==> src/rtl/j1_dbus_io_pkg.sv <==
// Shared types for the j1 data-bus I/O block: register indices, STATUS layout, decode helper.
package j1_dbus_io_pkg;

  typedef enum logic [1:0] {
    REG_TXDATA = 2'd0,
    REG_STATUS = 2'd1,
    REG_RXDATA = 2'd2,
    REG_TIMER  = 2'd3
  } reg_idx_e;

  localparam int unsigned STAT_RX_FULL     = 0;
  localparam int unsigned STAT_TX_EMPTY    = 1;
  localparam int unsigned STAT_TX_FULL     = 2;
  localparam int unsigned STAT_TX_OVERFLOW = 3;

  // Field order mirrors the STAT_* bit positions above.
  typedef struct packed {
    logic [11:0] rsvd;
    logic        tx_overflow;
    logic        tx_full;
    logic        tx_empty;
    logic        rx_full;
  } status_t;

  localparam logic [2:0] IO_PAGE = 3'b111;

  function automatic logic io_hit(input logic [15:0] adr);
    return adr[14:12] == IO_PAGE;
  endfunction

endpackage

==> src/rtl/if_dbus.sv <==
// j1 data bus: word address, read/write strobes, write data from core, read data from slave.
interface if_dbus;
  logic [15:0] adr;
  logic        re;
  logic        we;
  logic [15:0] dat_m;
  logic [15:0] dat_s;

  modport master (output adr, output re, output we, output dat_m, input dat_s);
  modport slave  (input adr, input re, input we, input dat_m, output dat_s);
endinterface

==> src/rtl/j1_dbus_io_sync_fifo.sv <==
// Synchronous FIFO; a push into a full FIFO is accepted only when a pop happens on the same edge.
module sync_fifo #(
  parameter int unsigned width = 8,
  parameter int unsigned depth = 8
) (
  input  logic                   clk,
  input  logic                   reset,
  input  logic                   push,
  input  logic                   pop,
  input  logic [width-1:0]       din,
  output logic [width-1:0]       dout,
  output logic                   full,
  output logic                   empty,
  output logic [$clog2(depth):0] count
);

  localparam int unsigned PtrW = $clog2(depth);
  localparam int unsigned CntW = PtrW + 1;

  logic [width-1:0] mem_q [depth];
  logic [width-1:0] mem_d [depth];
  logic [PtrW-1:0]  wr_ptr_q, wr_ptr_d;
  logic [PtrW-1:0]  rd_ptr_q, rd_ptr_d;
  logic [CntW-1:0]  count_q, count_d;
  logic             wr_en, rd_en;

  assign full  = count_q == CntW'(depth);
  assign empty = count_q == '0;
  assign count = count_q;
  assign rd_en = pop & ~empty;
  assign wr_en = push & (~full | rd_en);
  // Masked so an empty FIFO always presents zero.
  assign dout  = empty ? '0 : mem_q[rd_ptr_q];

  always_comb begin
    mem_d    = mem_q;
    wr_ptr_d = wr_ptr_q;
    rd_ptr_d = rd_ptr_q;
    count_d  = count_q;
    if (wr_en) begin
      mem_d[wr_ptr_q] = din;
      wr_ptr_d        = wr_ptr_q + PtrW'(1);
    end
    if (rd_en) begin
      rd_ptr_d = rd_ptr_q + PtrW'(1);
    end
    unique case ({wr_en, rd_en})
      2'b10:   count_d = count_q + CntW'(1);
      2'b01:   count_d = count_q - CntW'(1);
      default: count_d = count_q;
    endcase
  end

  always_ff @(posedge clk or posedge reset) begin
    if (reset) begin
      for (int i = 0; i < int'(depth); i++) begin
        mem_q[i] <= '0;
      end
      wr_ptr_q <= '0;
      rd_ptr_q <= '0;
      count_q  <= '0;
    end else begin
      mem_q    <= mem_d;
      wr_ptr_q <= wr_ptr_d;
      rd_ptr_q <= rd_ptr_d;
      count_q  <= count_d;
    end
  end

endmodule

==> src/rtl/j1_dbus_io.sv <==
// Memory-mapped byte I/O for the j1 data bus: TX FIFO, one-byte RX holding register, timer.
// Define DBUS_IO_TIMER_EN to build the free-running 16-bit timer; otherwise TIMER reads zero.
module j1_dbus_io
  import j1_dbus_io_pkg::*;
#(
  parameter int unsigned tx_depth = 8
) (
  input  logic       clk,
  input  logic       reset,
  if_dbus.slave      dbus,
  output logic [7:0] tx_data,
  output logic       tx_valid,
  input  logic       tx_ready,
  input  logic [7:0] rx_data,
  input  logic       rx_valid,
  output logic       rx_ready
);

  logic       hit, wr, rd;
  reg_idx_e   idx;
  logic       tx_push, tx_pop, tx_full, tx_empty, ovf_evt;
  logic       rx_take;
  logic [$clog2(tx_depth):0] tx_count;

  logic        tx_ovf_q, tx_ovf_d;
  logic        rx_full_q, rx_full_d;
  logic [7:0]  rx_byte_q, rx_byte_d;
  logic [15:0] dat_s_q, dat_s_d;
  logic [15:0] timer_rd;
  logic [15:0] rdata;
  status_t     status;

  assign hit = io_hit(dbus.adr);
  assign idx = reg_idx_e'(dbus.adr[1:0]);
  // A combined re/we access is treated purely as a write.
  assign wr  = dbus.we & hit;
  assign rd  = dbus.re & ~dbus.we & hit;

  assign tx_push  = wr & (idx == REG_TXDATA);
  assign tx_pop   = tx_valid & tx_ready;
  assign tx_valid = ~tx_empty;
  assign ovf_evt  = tx_push & tx_full & ~tx_pop;

  assign rx_ready = ~rx_full_q;
  assign rx_take  = rx_valid & rx_ready;

  sync_fifo #(
    .width (8),
    .depth (tx_depth)
  ) u_tx_fifo (
    .clk   (clk),
    .reset (reset),
    .push  (tx_push),
    .pop   (tx_pop),
    .din   (dbus.dat_m[7:0]),
    .dout  (tx_data),
    .full  (tx_full),
    .empty (tx_empty),
    .count (tx_count)
  );

  always_comb begin
    tx_ovf_d  = tx_ovf_q;
    rx_full_d = rx_full_q;
    rx_byte_d = rx_byte_q;
    if (rd && idx == REG_STATUS) begin
      tx_ovf_d = 1'b0;
    end
    // A new overflow on the clearing edge must not be lost.
    if (ovf_evt) begin
      tx_ovf_d = 1'b1;
    end
    if (rd && idx == REG_RXDATA) begin
      rx_full_d = 1'b0;
    end
    if (rx_take) begin
      rx_full_d = 1'b1;
      rx_byte_d = rx_data;
    end
  end

  always_comb begin
    status             = '0;
    status.rx_full     = rx_full_q;
    status.tx_empty    = tx_empty;
    status.tx_full     = tx_full;
    status.tx_overflow = tx_ovf_q;
  end

  always_comb begin
    rdata = '0;
    unique case (idx)
      REG_TXDATA: rdata = '0;
      REG_STATUS: rdata = status;
      REG_RXDATA: rdata = {8'h00, rx_byte_q};
      REG_TIMER:  rdata = timer_rd;
    endcase
  end

  assign dat_s_d   = rd ? rdata : dat_s_q;
  assign dbus.dat_s = dat_s_q;

  always_ff @(posedge clk or posedge reset) begin
    if (reset) begin
      tx_ovf_q  <= 1'b0;
      rx_full_q <= 1'b0;
      rx_byte_q <= '0;
      dat_s_q   <= '0;
    end else begin
      tx_ovf_q  <= tx_ovf_d;
      rx_full_q <= rx_full_d;
      rx_byte_q <= rx_byte_d;
      dat_s_q   <= dat_s_d;
    end
  end

`ifdef DBUS_IO_TIMER_EN
  logic [15:0] timer_q, timer_d;

  assign timer_d  = (wr && idx == REG_TIMER) ? dbus.dat_m : timer_q + 16'd1;
  assign timer_rd = timer_q;

  always_ff @(posedge clk or posedge reset) begin
    if (reset) begin
      timer_q <= '0;
    end else begin
      timer_q <= timer_d;
    end
  end
`else
  assign timer_rd = '0;
`endif

  logic unused_bits;
  assign unused_bits = ^{dbus.adr[15], dbus.adr[11:2], dbus.dat_m[15:8], tx_count};

endmodule
==> src/flat_wrapper.sv <==
// flat-port wrapper written by rule: the top's interface ports become plain ports
module j1_dbus_io_flat import j1_dbus_io_pkg::*;
#(
  parameter int unsigned tx_depth = 8
)
  (clk, reset, tx_data, tx_valid, tx_ready, rx_data, rx_valid, rx_ready, dbus_adr, dbus_re, dbus_we, dbus_dat_m, dbus_dat_s);
  if_dbus dbus_i ();
  input  logic clk;
  input  logic reset;
  output logic [7:0] tx_data;
  output logic tx_valid;
  input  logic tx_ready;
  input  logic [7:0] rx_data;
  input  logic rx_valid;
  output logic rx_ready;
  input wire logic [$bits(dbus_i.adr)-1:0] dbus_adr;
  input wire logic [$bits(dbus_i.re)-1:0] dbus_re;
  input wire logic [$bits(dbus_i.we)-1:0] dbus_we;
  input wire logic [$bits(dbus_i.dat_m)-1:0] dbus_dat_m;
  output wire logic [$bits(dbus_i.dat_s)-1:0] dbus_dat_s;
  assign dbus_i.adr = dbus_adr;
  assign dbus_i.re = dbus_re;
  assign dbus_i.we = dbus_we;
  assign dbus_i.dat_m = dbus_dat_m;
  assign dbus_dat_s = dbus_i.dat_s;
  j1_dbus_io #(.tx_depth(tx_depth)) u_core (.clk(clk), .reset(reset), .dbus(dbus_i), .tx_data(tx_data), .tx_valid(tx_valid), .tx_ready(tx_ready), .rx_data(rx_data), .rx_valid(rx_valid), .rx_ready(rx_ready));
endmodule
==> config.mk <==
export PLATFORM = sky130hd
export DESIGN_NAME = j1_dbus_io_flat
export DESIGN_NICKNAME = d
export VERILOG_FILES = /design/src/rtl/j1_dbus_io_pkg.sv /design/src/rtl/if_dbus.sv /design/src/rtl/j1_dbus_io_sync_fifo.sv /design/src/rtl/j1_dbus_io.sv /design/src/flat_wrapper.sv
export SDC_FILE = /design/constraint.sdc
export NUM_CORES = 1
export LEC_CHECK = 0
export CAP_MARGIN = 20
export CELL_PAD_IN_SITES_DETAIL_PLACEMENT = 0
export CELL_PAD_IN_SITES_GLOBAL_PLACEMENT = 2
export CORE_MARGIN = 2
export CORE_UTILIZATION = 33
export DETAILED_ROUTE_END_ITERATION = 8
export HOLD_SLACK_MARGIN = 0.06
export PLACE_DENSITY_LB_ADDON = 0.1
export REMOVE_ABC_BUFFERS = 1
export SLEW_MARGIN = 20
export SYNTH_ARGS = -nofsm -noshare
export SYNTH_HDL_FRONTEND = slang
export SYNTH_SLANG_ARGS = --single-unit
export TNS_END_PERCENT = 1
==> constraint.sdc <==
create_clock -name clk -period 2.48 [get_ports clk]
set_clock_uncertainty 0.05 [all_clocks]
set_input_delay 0.248 -clock clk [delete_from_list [all_inputs] [get_ports clk]]
set_output_delay 0.248 -clock clk [all_outputs]
set_load 0.005 [all_outputs]
==> impl_metrics.py <==
metrics = {
    "yosys": {
        "synthArstFlopShare": 1.00,
        "synthFlopType": "dfrtp_1",
        "synth_cell_type_count": 37,
        "synth_edf_count": 0,
        "yosysWarnings": 0,
        "avgSynthCellArea_um2": 14.2,
        "ys_ff_latch": 92,
        "syn_area_mm2": 0.00430,
        "syn-instance-count": 303,
        "seq_area_frac_synth": 0.536,
    },
    "critical_path": {
        "r2r-start": "u_core.u_tx_fifo.count[3]",
        "cp.arrival_ns": 2.53,
        "worst_setup_path_start_kind": "flop",
        "worstPathRequired_ns": 2.65,
        "cp-startpoint": "u_core.u_tx_fifo.count[3]",
        "crit_type": "flop to flop",
        "endpoint_kind": "flop",
        "path_max_fanout": 5,
    },
    "routing": {
        "detail_route.wl_per_cell_um": 17.0,
        "ant_nets": 0,
        "via_per_inst": 4.70,
        "post-route-drc-count": 0,
        "vias": 2613,
        "drt_iter0_markers": 82,
        "wirelength_um": 9460,
        "firstDrtPassIters": 4,
    },
    "final_layout": {
        "fin_area_mm2": 0.00554,
        "fill_cells": 1226,
        "ff_latch_area_mm2": 0.00230,
        "final_common_cell": "dfrtp_1",
        "layout_common_cells": "dfrtp_1 (91), mux2_2 (58), clkdlybuf4s50_1 (36)",
        "multi_input_area_mm2": 0.00190,
        "antennaDiodeCount": 0,
        "final_nets": 430,
        "synthToLayoutAreaGrowth_pct": 28.8,
        "drive_gt1_frac": 0.380,
    },
    "global_route": {
        "grt_pass1_vias": 2781,
        "overflow": 0,
        "grt_max_degree": 34,
        "antenna_found_initial": 0,
        "grt_pass1_wl_um": 15300,
        "grt.total_usage": 0.144,
    },
    "sta": {
        "tightest_slew_ns": 0.650,
        "slew_violations": 0,
        "setup_slack_ns": 0.116,
        "fmaxAchievable_mhz": 423,
        "period_share": 0.953,
        "setup_viol": 0,
        "final_hold_viol_count": 0,
        "min_period_ns": 2.36,
        "fin_worst_hold_slack_ns": 0.250,
        "slew_headroom": 0.566,
    },
    "clock_network": {
        "clkSinkCount": 92,
        "tritoncts": "built",
        "clockRootBuffer": "clkbuf_16",
        "clockBufferDepth": 2,
        "htree_levels": 3,
        "clkTransAtPathRegs_ns": 0.07,
        "clkLatencyLatePin_ns": 0.34,
        "numCtsBuffers": 9,
    },
    "floorplan": {
        "io_pins": 72,
        "fp-row-count": 41,
        "die_x_um": 118,
        "dieArea_mm2": 0.0140,
        "die_h_um": 118,
        "core_area_mm2": 0.0127,
        "start_util": 0.339,
    },
    "placement": {
        "portBuffers": 44,
        "placed_area_mm2": 0.00517,
        "place_congestion": 0.699,
        "hpwl_um": 6250,
        "place_ws_ns": -0.243,
    },
    "job": {
        "cap_violations": 0,
    },
    "hold_path": {
        "hp-class": "input pin to async pin",
    },
    "power": {
        "powerDensity_mw_per_mm2": 795,
        "p_leak_nw": 2.71,
        "power_mw": 4.40,
        "ir_worst_vdd_v": 0.000415,
    },
    "outcome": {
        "outcome": "complete, no violations",
    },
}
==> where the power goes <==
group	total, mW	switching, mW	internal (mW)
Clock	1.28	0.598	0.683
Combinational	1.26	0.527	0.731
Sequential	1.86	0.162	1.70
Total	4.40	1.29	3.11
==> synthesized netlist by cell type, drive strengths merged (3+ instances only) <==
cell | n | share of area
xor2 | 5 | 0.010
nand2 | 7 | 0.0061
inv | 9 | 0.0079
buf | 13 | 0.020
dfrtp | 92 | 0.54
a21oi | 6 | 0.0070
nor2 | 17 | 0.015
nand3 | 6 | 0.0070
mux2i | 9 | 0.021
mux2 | 74 | 0.20
o21ai | 5 | 0.0058
xnor2 | 4 | 0.0082
a22oi | 4 | 0.0070
ha | 5 | 0.015
clkbuf | 10 | 0.0087
nor2b | 3 | 0.0044
mux4 | 16 | 0.084
==> area by class of cell <==
| class | count | area share |
|---|---|---|
| Clock buffer | 9 | 0.0407 |
| Clock inverter | 7 | 0.00904 |
| Inverter | 9 | 0.00633 |
| Multi-Input combinational cell | 186 | 0.343 |
| Sequential cell | 92 | 0.416 |
| Tap cell | 172 | 0.0389 |
| Timing Repair Buffer | 81 | 0.146 |
==> worst paths after layout <==
check                                        endpoint  cells after the start  slack (ns)
setup / recovery           u_core.u_tx_fifo.mem_q[53]                      7        0.12
setup reg to reg           u_core.u_tx_fifo.mem_q[53]                      7        0.12
min in group clk           u_core.u_tx_fifo.mem_q[44]                      1        0.43
max in group asynchronous  u_core.u_tx_fifo.mem_q[21]                      3        1.54
hold reg to reg            u_core.u_tx_fifo.mem_q[44]                      1        0.43
hold / removal              u_core.u_tx_fifo.count[1]                      2        0.25
==> per-layer routing <==
metal | up-vias | global-route usage | share of wire
met5 | - | 0 | 0
met4 | 0 | 0.0678 | 0.023
met3 | 16 | 0.0334 | 0.043
met2 | 59 | 0.230 | 0.47
met1 | 1306 | 0.185 | 0.46
li1 | 1232 | - | -
==> sequential cells by signal, summed over array words and instances (netlist names) <==
register	flops
u_core.u_tx_fifo.count	4
u_core.u_tx_fifo.mem_q	64
u_core.rx_byte_q	8
u_core.u_tx_fifo.wr_ptr_q	3
u_core.u_tx_fifo.rd_ptr_q	3
u_core.rx_full_q	1
u_core.tx_ovf_q	1
u_core.dbus.dat_s	8
==> worst max-delay path, cell delays in order (launching register included) <==
cell and delay, ns:
dfrtp_1 0.41, nor4b_2 0.18, buf_4 0.16, a211oi_4 0.26, inv_2 0.09, or4b_1 0.59, buf_4 0.21, mux2_4 0.29
==> per-stage QoR <==
step | utilization | setup TNS, ns | cells
floorplan | - | -20.19 | 287
global placement | 0.408 | -3.84 | 538
detailed placement | 0.408 | -3.64 | 538
CTS | 0.430 | 0 | 554
global route | 0.437 | -0.0338 | 556
finish | 0.437 | 0 | 556
==> cell families (layout without fill, tap and decap cells) <==
logic type / count (synthesis) / after routing / synth area share
buf+inv: 32 / 106 / 0.0361
other cells: 1 / 8 / 0.000873
compound gates: 18 / 18 / 0.0282
fa+ha+maj: 5 / 5 / 0.0146
simple gates: 47 / 47 / 0.0606
mux: 99 / 99 / 0.306
flops: 92 / 92 / 0.536
xor+xnor: 9 / 9 / 0.0183
==> what timing repair did <==
item / CTS / global route
hold buffers: 0 / 0
setup endpoints to repair: 0 / 7
resized for setup: 0 / 13
buffers inserted: 0 / 0
Note: power is estimated with default switching activity, not from simulation.
==> variant 1, RTL diff (config.mk and constraints unchanged) <==
Compare `count_q` against `CntW'(depth)` with >= in place of ==.
--- a/src/rtl/j1_dbus_io_sync_fifo.sv
+++ b/src/rtl/j1_dbus_io_sync_fifo.sv
@@ -24,7 +24,7 @@
   logic [CntW-1:0]  count_q, count_d;
   logic             wr_en, rd_en;
 
-  assign full  = count_q == CntW'(depth);
+  assign full  = count_q >= CntW'(depth);
   assign empty = count_q == '0;
   assign count = count_q;
   assign rd_en = pop & ~empty;
Check against the original RTL: no difference found for any inputs over 4 cycles, from zero or initial values and one cycle with reset high; that may be too few to reach the edited logic, so the function may still have changed.
==> variant 1 against the unedited design <==
Design area up 3.2%; critical path type is now flip-flop to output pin; sequential cell count unchanged; highest routed layer unchanged; setup slack got worse by 0.018 ns; sequential power grew 3%; total power is 14% higher; die area rose by 4.9%; largest cell class unchanged; wire length grew 6.4%; area after synthesis is 5.0% higher; register-to-register slack improved by 0.12 ns.
==> variant 1: results (changes against the unedited design) <==
| Quantity | Reported | vs unedited |
|---|---|---|
| Result of the run | finished clean | unchanged |
| Total number of multi-input combinational cells | 227 | was 186 |
| Maximum fanout count along the critical path | 17 | was 5 |
| Hold WC Path Type | input pin to async pin | unchanged |
| Root buf cell | clkbuf_16 | unchanged |
| Vias in the first global route | 3096 | was 2781 |
| Non-clock inverters | 7 | was 9 |
| Clock Path Buffers | 2 | unchanged |
| Final net count | 466 | was 430 |
| Number of inserted filler cells in the final layout | 1274 | was 1226 |
| Total routing usage reported by global routing | 0.1533 | was 0.1442 |
| Synthesis warning total | 0 | unchanged |
| Fraction of registers with async set/reset | 1.000 | unchanged |
| Distinct cells, synth | 40 | was 37 |
| Deepest level of the CTS H-tree | 3 | unchanged |
| Largest cells by area after synthesis | dfrtp_1 51%, mux2_2 10%, mux2_4 8.3% | was dfrtp_1 54%, mux2_2 15%, mux4_2 8.4% |
| Data arrival time of the critical path | 2.08 ns | was 2.53 ns |
| NonClk Buf Share | 0.1333 | was 0.1464 |
| Final instance count without filler cells | 595 | was 556 |
| Global placement routability congestion | 0.7024 | was 0.6986 |
| Diode count | 0 | unchanged |
| Fraction of area in clock buffers and inverters | 0.05299 | was 0.04972 |
| Detail Placement HPWL | 6900 um | was 6252 um |
| Fraction of final layout cells sized beyond drive strength 1 | 0.3103 | was 0.3802 |
| Detailed-router iteration count before antenna repair | 4 | unchanged |
| Synth cell count leaders | 92 x dfrtp_1, 41 x mux2_2, 32 x mux2i_1 | was 92 x dfrtp_1, 58 x mux2_2, 17 x nor2_1 |
| Leakage power figure | 0.002711 uW | was 0.002709 uW |
| Post-synthesis sequential area ratio | 0.5100 | was 0.5357 |
| First DRT Iteration DRCs | 104 | was 82 |
| Resize count post-CTS | 0 | unchanged |
| Largest register by flop count | u_core.u_tx_fifo.mem_q | unchanged |
| Wire length of the first global-routing pass | 16940 um | was 15320 um |
| Clk_lat worst skew | 0.34 ns | about the same |
| Pin count of the biggest net entering global routing | 35 | was 34 |
| Hold-fix buffer count after cts | 0 | unchanged |
| Largest register FFs | 64 | unchanged |
| Post-CTS Repair Setup Buffers | 0 | unchanged |
| Post-DR wirelength/cell | 16.90 um | was 17.01 um |
| Count of clock-net buffers in the final layout | 12 | was 9 |
| Max rail drop VDD | 0.0003601 V | was 0.0004153 V |
| Clock Pin Slew Worst Setup and Hold Paths | 0.06 ns |  |
| Number of antenna violations at the first check in global routing | 0 | unchanged |
| Share of the final layout cell area in multi-input gates | 0.3670 | was 0.3426 |
| Num Clock Sinks | 92 | unchanged |
| Post-Place Cells | 580 | was 538 |
| Post-synthesis instance total | 340 | was 303 |
| DR DRC count | 0 | unchanged |
| Main flop type after synthesis | dfrtp_1 | unchanged |
| Count of input and output buffers | 44 | unchanged |
| Per-cell via count in the routed design | 4.832 | was 4.700 |
| Footprint of the flip-flops and latches | 0.002305 mm^2 | was 0.002303 mm^2 |
| Worst-Margin Slew | 0.6304 ns | was 0.6495 ns |
| Clock buffers created by TritonCTS | 9 | unchanged |
| Non-clk bufs | 78 | was 81 |
-- variant 1: cells by family (layout without fill, tap and decap cells) --
logic type,after synthesis,in the layout,synth area share
xor+xnor,9,9,0.01746
flops,92,92,0.5100
mux,107,107,0.2788
fa+ha+maj,5,5,0.01386
simple gates,64,64,0.09978
compound gates,34,34,0.04795
buf+inv,28,100,0.03132
other cells,1,8,0.0008307
-- variant 1: stage by stage --
stage	cell area (um^2)	power, uW	worst slack [ns]
after detailed placement	5406	3706	-0.03237
after global routing	5714	5394	0.01166
after floorplan	4425	2834	-0.2100
after CTS	5709	5140	0.03265
after global placement	5406	3700	-0.04272
final	5714	5039	0.09750
-- variant 1: power by group --
group	internal [uW]	switching, uW
sequential	1710	210
combinational	981	752
clock	833	558
total	3520	1520
-- variant 1: final timing paths --
check	depth (start not counted)	to	from	slack, ns
worst max-delay path	5	tx_data[7]	u_core.u_tx_fifo.rd_ptr_q[1]	0.1
min in group clk	1	u_core.u_tx_fifo.mem_q[34]	u_core.u_tx_fifo.mem_q[34]	0.44
worst max register to register	10	u_core.u_tx_fifo.count[2]	u_core.u_tx_fifo.count[3]	0.24
worst min register to register	1	u_core.u_tx_fifo.mem_q[34]	u_core.u_tx_fifo.mem_q[34]	0.44
max in group asynchronous	3	u_core.u_tx_fifo.mem_q[59]	reset	1.54
worst min-delay path	2	u_core.u_tx_fifo.count[2]	reset	0.24
-- variant 1: worst max-delay path, stage by stage (launching register included) --
cell and delay [ns]:
dfrtp_2 0.48, buf_12 0.19, mux2i_1 0.13, a22oi_1 0.24, and3_1 0.20, clkdlybuf4s50_1 0.50
-- variant 1: per-layer routing --
metal	global-route usage	up-vias	wire length, um
met1	0.2069	1459	4776
met2	0.2426	49	4770
met3	0.03712	9	399
met4	0.04797	0	109
li1	-	1358	-
met5	0	-	0
==> variant 2, RTL diff (same flow settings) <==
Without the edit above. Build with the macro `DBUS_IO_TIMER_EN` defined.
--- a/src/rtl/j1_dbus_io.sv
+++ b/src/rtl/j1_dbus_io.sv
@@ -1,5 +1,7 @@
 // Memory-mapped byte I/O for the j1 data bus: TX FIFO, one-byte RX holding register, timer.
 // Define DBUS_IO_TIMER_EN to build the free-running 16-bit timer; otherwise TIMER reads zero.
+`define DBUS_IO_TIMER_EN
+
 module j1_dbus_io
   import j1_dbus_io_pkg::*;
 #(
Behaviour: not the same (Yosys sat finds a counterexample within 4 cycles, from zero or initial values and one cycle with reset high).
==> variant 2 against the unedited design <==
Sequential power grew 41%; first-iteration DRC count up 89%; total power is 61% higher; wire length up 38%; design area increased by 32%; sequential cell count grew 24; setup slack better by 0.014 ns; area after synthesis is 27% higher.
==> variant 2: results (changes against the unedited design) <==
| Quantity | Reported | vs unedited |
|---|---|---|
| Leakage power figure | 0.003395 uW | was 0.002709 uW |
| Result of the run | finished clean | unchanged |
| Mean instance size in the synthesized netlist | 12.53 um^2 | was 14.18 um^2 |
| Global placement routability congestion | 0.6798 | was 0.6986 |
| Sw power | 1948 uW | was 1288 uW |
| Synth cell count leaders | 116 x dfrtp_1, 71 x mux2_2, 52 x nand2_1 | was 92 x dfrtp_1, 58 x mux2_2, 17 x nor2_1 |
| Distinct cells, synth | 36 | was 37 |
| Pin count of the biggest net entering global routing | 49 | was 34 |
| Post-CTS Repair Setup Buffers | 6 | was 0 |
| Clock buffers created by TritonCTS | 17 | was 9 |
| Largest cells by area after synthesis | dfrtp_1 53%, mux2_2 15%, mux4_2 6.6% | was dfrtp_1 54%, mux2_2 15%, mux4_2 8.4% |
| Top cell family by delay on the critical path | multiplexers | was simple AND/OR/NAND/NOR gates |
| Per-cell via count in the routed design | 4.765 | was 4.700 |
| Detail Placement HPWL | 8689 um | was 6252 um |
| Clock Pin Slew Worst Setup and Hold Paths | 0.05 ns | was 0.07 ns |
| Data arrival time of the critical path | 2.05 ns | was 2.53 ns |
| Aggregate routed wire length | 13050 um | was 9455 um |
| Maximum fanout count along the critical path | 13 | was 5 |
| Total routing usage reported by global routing | 0.1595 | was 0.1442 |
| WL met2 | 6166 um | was 4444 um |
| Clk_lat worst skew | 0.42 ns | was 0.34 ns |
| First DRT Iteration DRCs | 155 | was 82 |
| Worst-Margin Slew | 0.6146 ns | was 0.6495 ns |
| Sequential logic power | 2630 uW | was 1860 uW |
| Total clock network power | 2590 uW | was 1280 uW |
| Fraction of final layout cells sized beyond drive strength 1 | 0.3153 | was 0.3802 |
| Vias in the first global route | 3880 | was 2781 |
| Endpoint of the worst-slack reg-to-reg timing path | u_core.u_tx_fifo.mem_q[41] | was u_core.u_tx_fifo.mem_q[53] |
| Deepest level of the CTS H-tree | 4 | was 3 |
| Met3 wire len | 489 um | was 404 um |
| Post-synthesis sequential area ratio | 0.5338 | was 0.5357 |
==> variant 2: stage by stage <==
step                      area (um^2)  total power [uW]  utilization  setup WS, ns
after global routing             7307              7483       0.4567      0.006517
after floorplan                  5349              3552            -       -0.8904
final                            7307              7075       0.4567        0.1296
after CTS                        7209              7047       0.4506      0.001161
after global placement           6544              4310       0.4090       -0.2047
after detailed placement         6544              4347       0.4090       -0.2583
==> variant 2: cells by family (layout without fill, tap and decap cells) <==
group,Yosys count,count (layout),synth area share
muxes,106,106,0.2508
and+or+nand+nor,127,127,0.1102
AOI/OAI and AO/OA,26,26,0.03314
buffers and inverters,30,151,0.02117
xor gates and xnor gates,23,23,0.03704
adders and majority gates,6,6,0.01381
DFF,116,116,0.5338
==> variant 2: cell type report <==
cell class                      count  area (um^2)
Sequential cell                   116         2903
Tap cell                          216        270.3
Timing Repair Buffer              112         1046
Inverter                            7        28.78
Clock inverter                     10        152.6
Multi-Input combinational cell    288         2432
Clock buffer                       22        474.2
Fill cell                        1575         8693
==> variant 2: worst max-delay path by stage <==
| stage | startpoint | slack (ns) | depth (start not counted) | end |
|---|---|---|---|---|
| after floorplan | reset | -0.89 | 1 | u_core.dbus.dat_s[0] |
| after global placement | dbus_adr[14] | -0.20 | 11 | u_core.u_tx_fifo.count[2] |
| after detailed placement | dbus_adr[14] | -0.26 | 11 | u_core.u_tx_fifo.count[2] |
| after CTS | u_core.u_tx_fifo.rd_ptr_q[0] | 0.001 | 5 | tx_data[2] |
| after global routing | u_core.u_tx_fifo.rd_ptr_q[0] | 0.007 | 6 | tx_data[6] |
| final | u_core.u_tx_fifo.rd_ptr_q[1] | 0.13 | 6 | tx_data[3] |
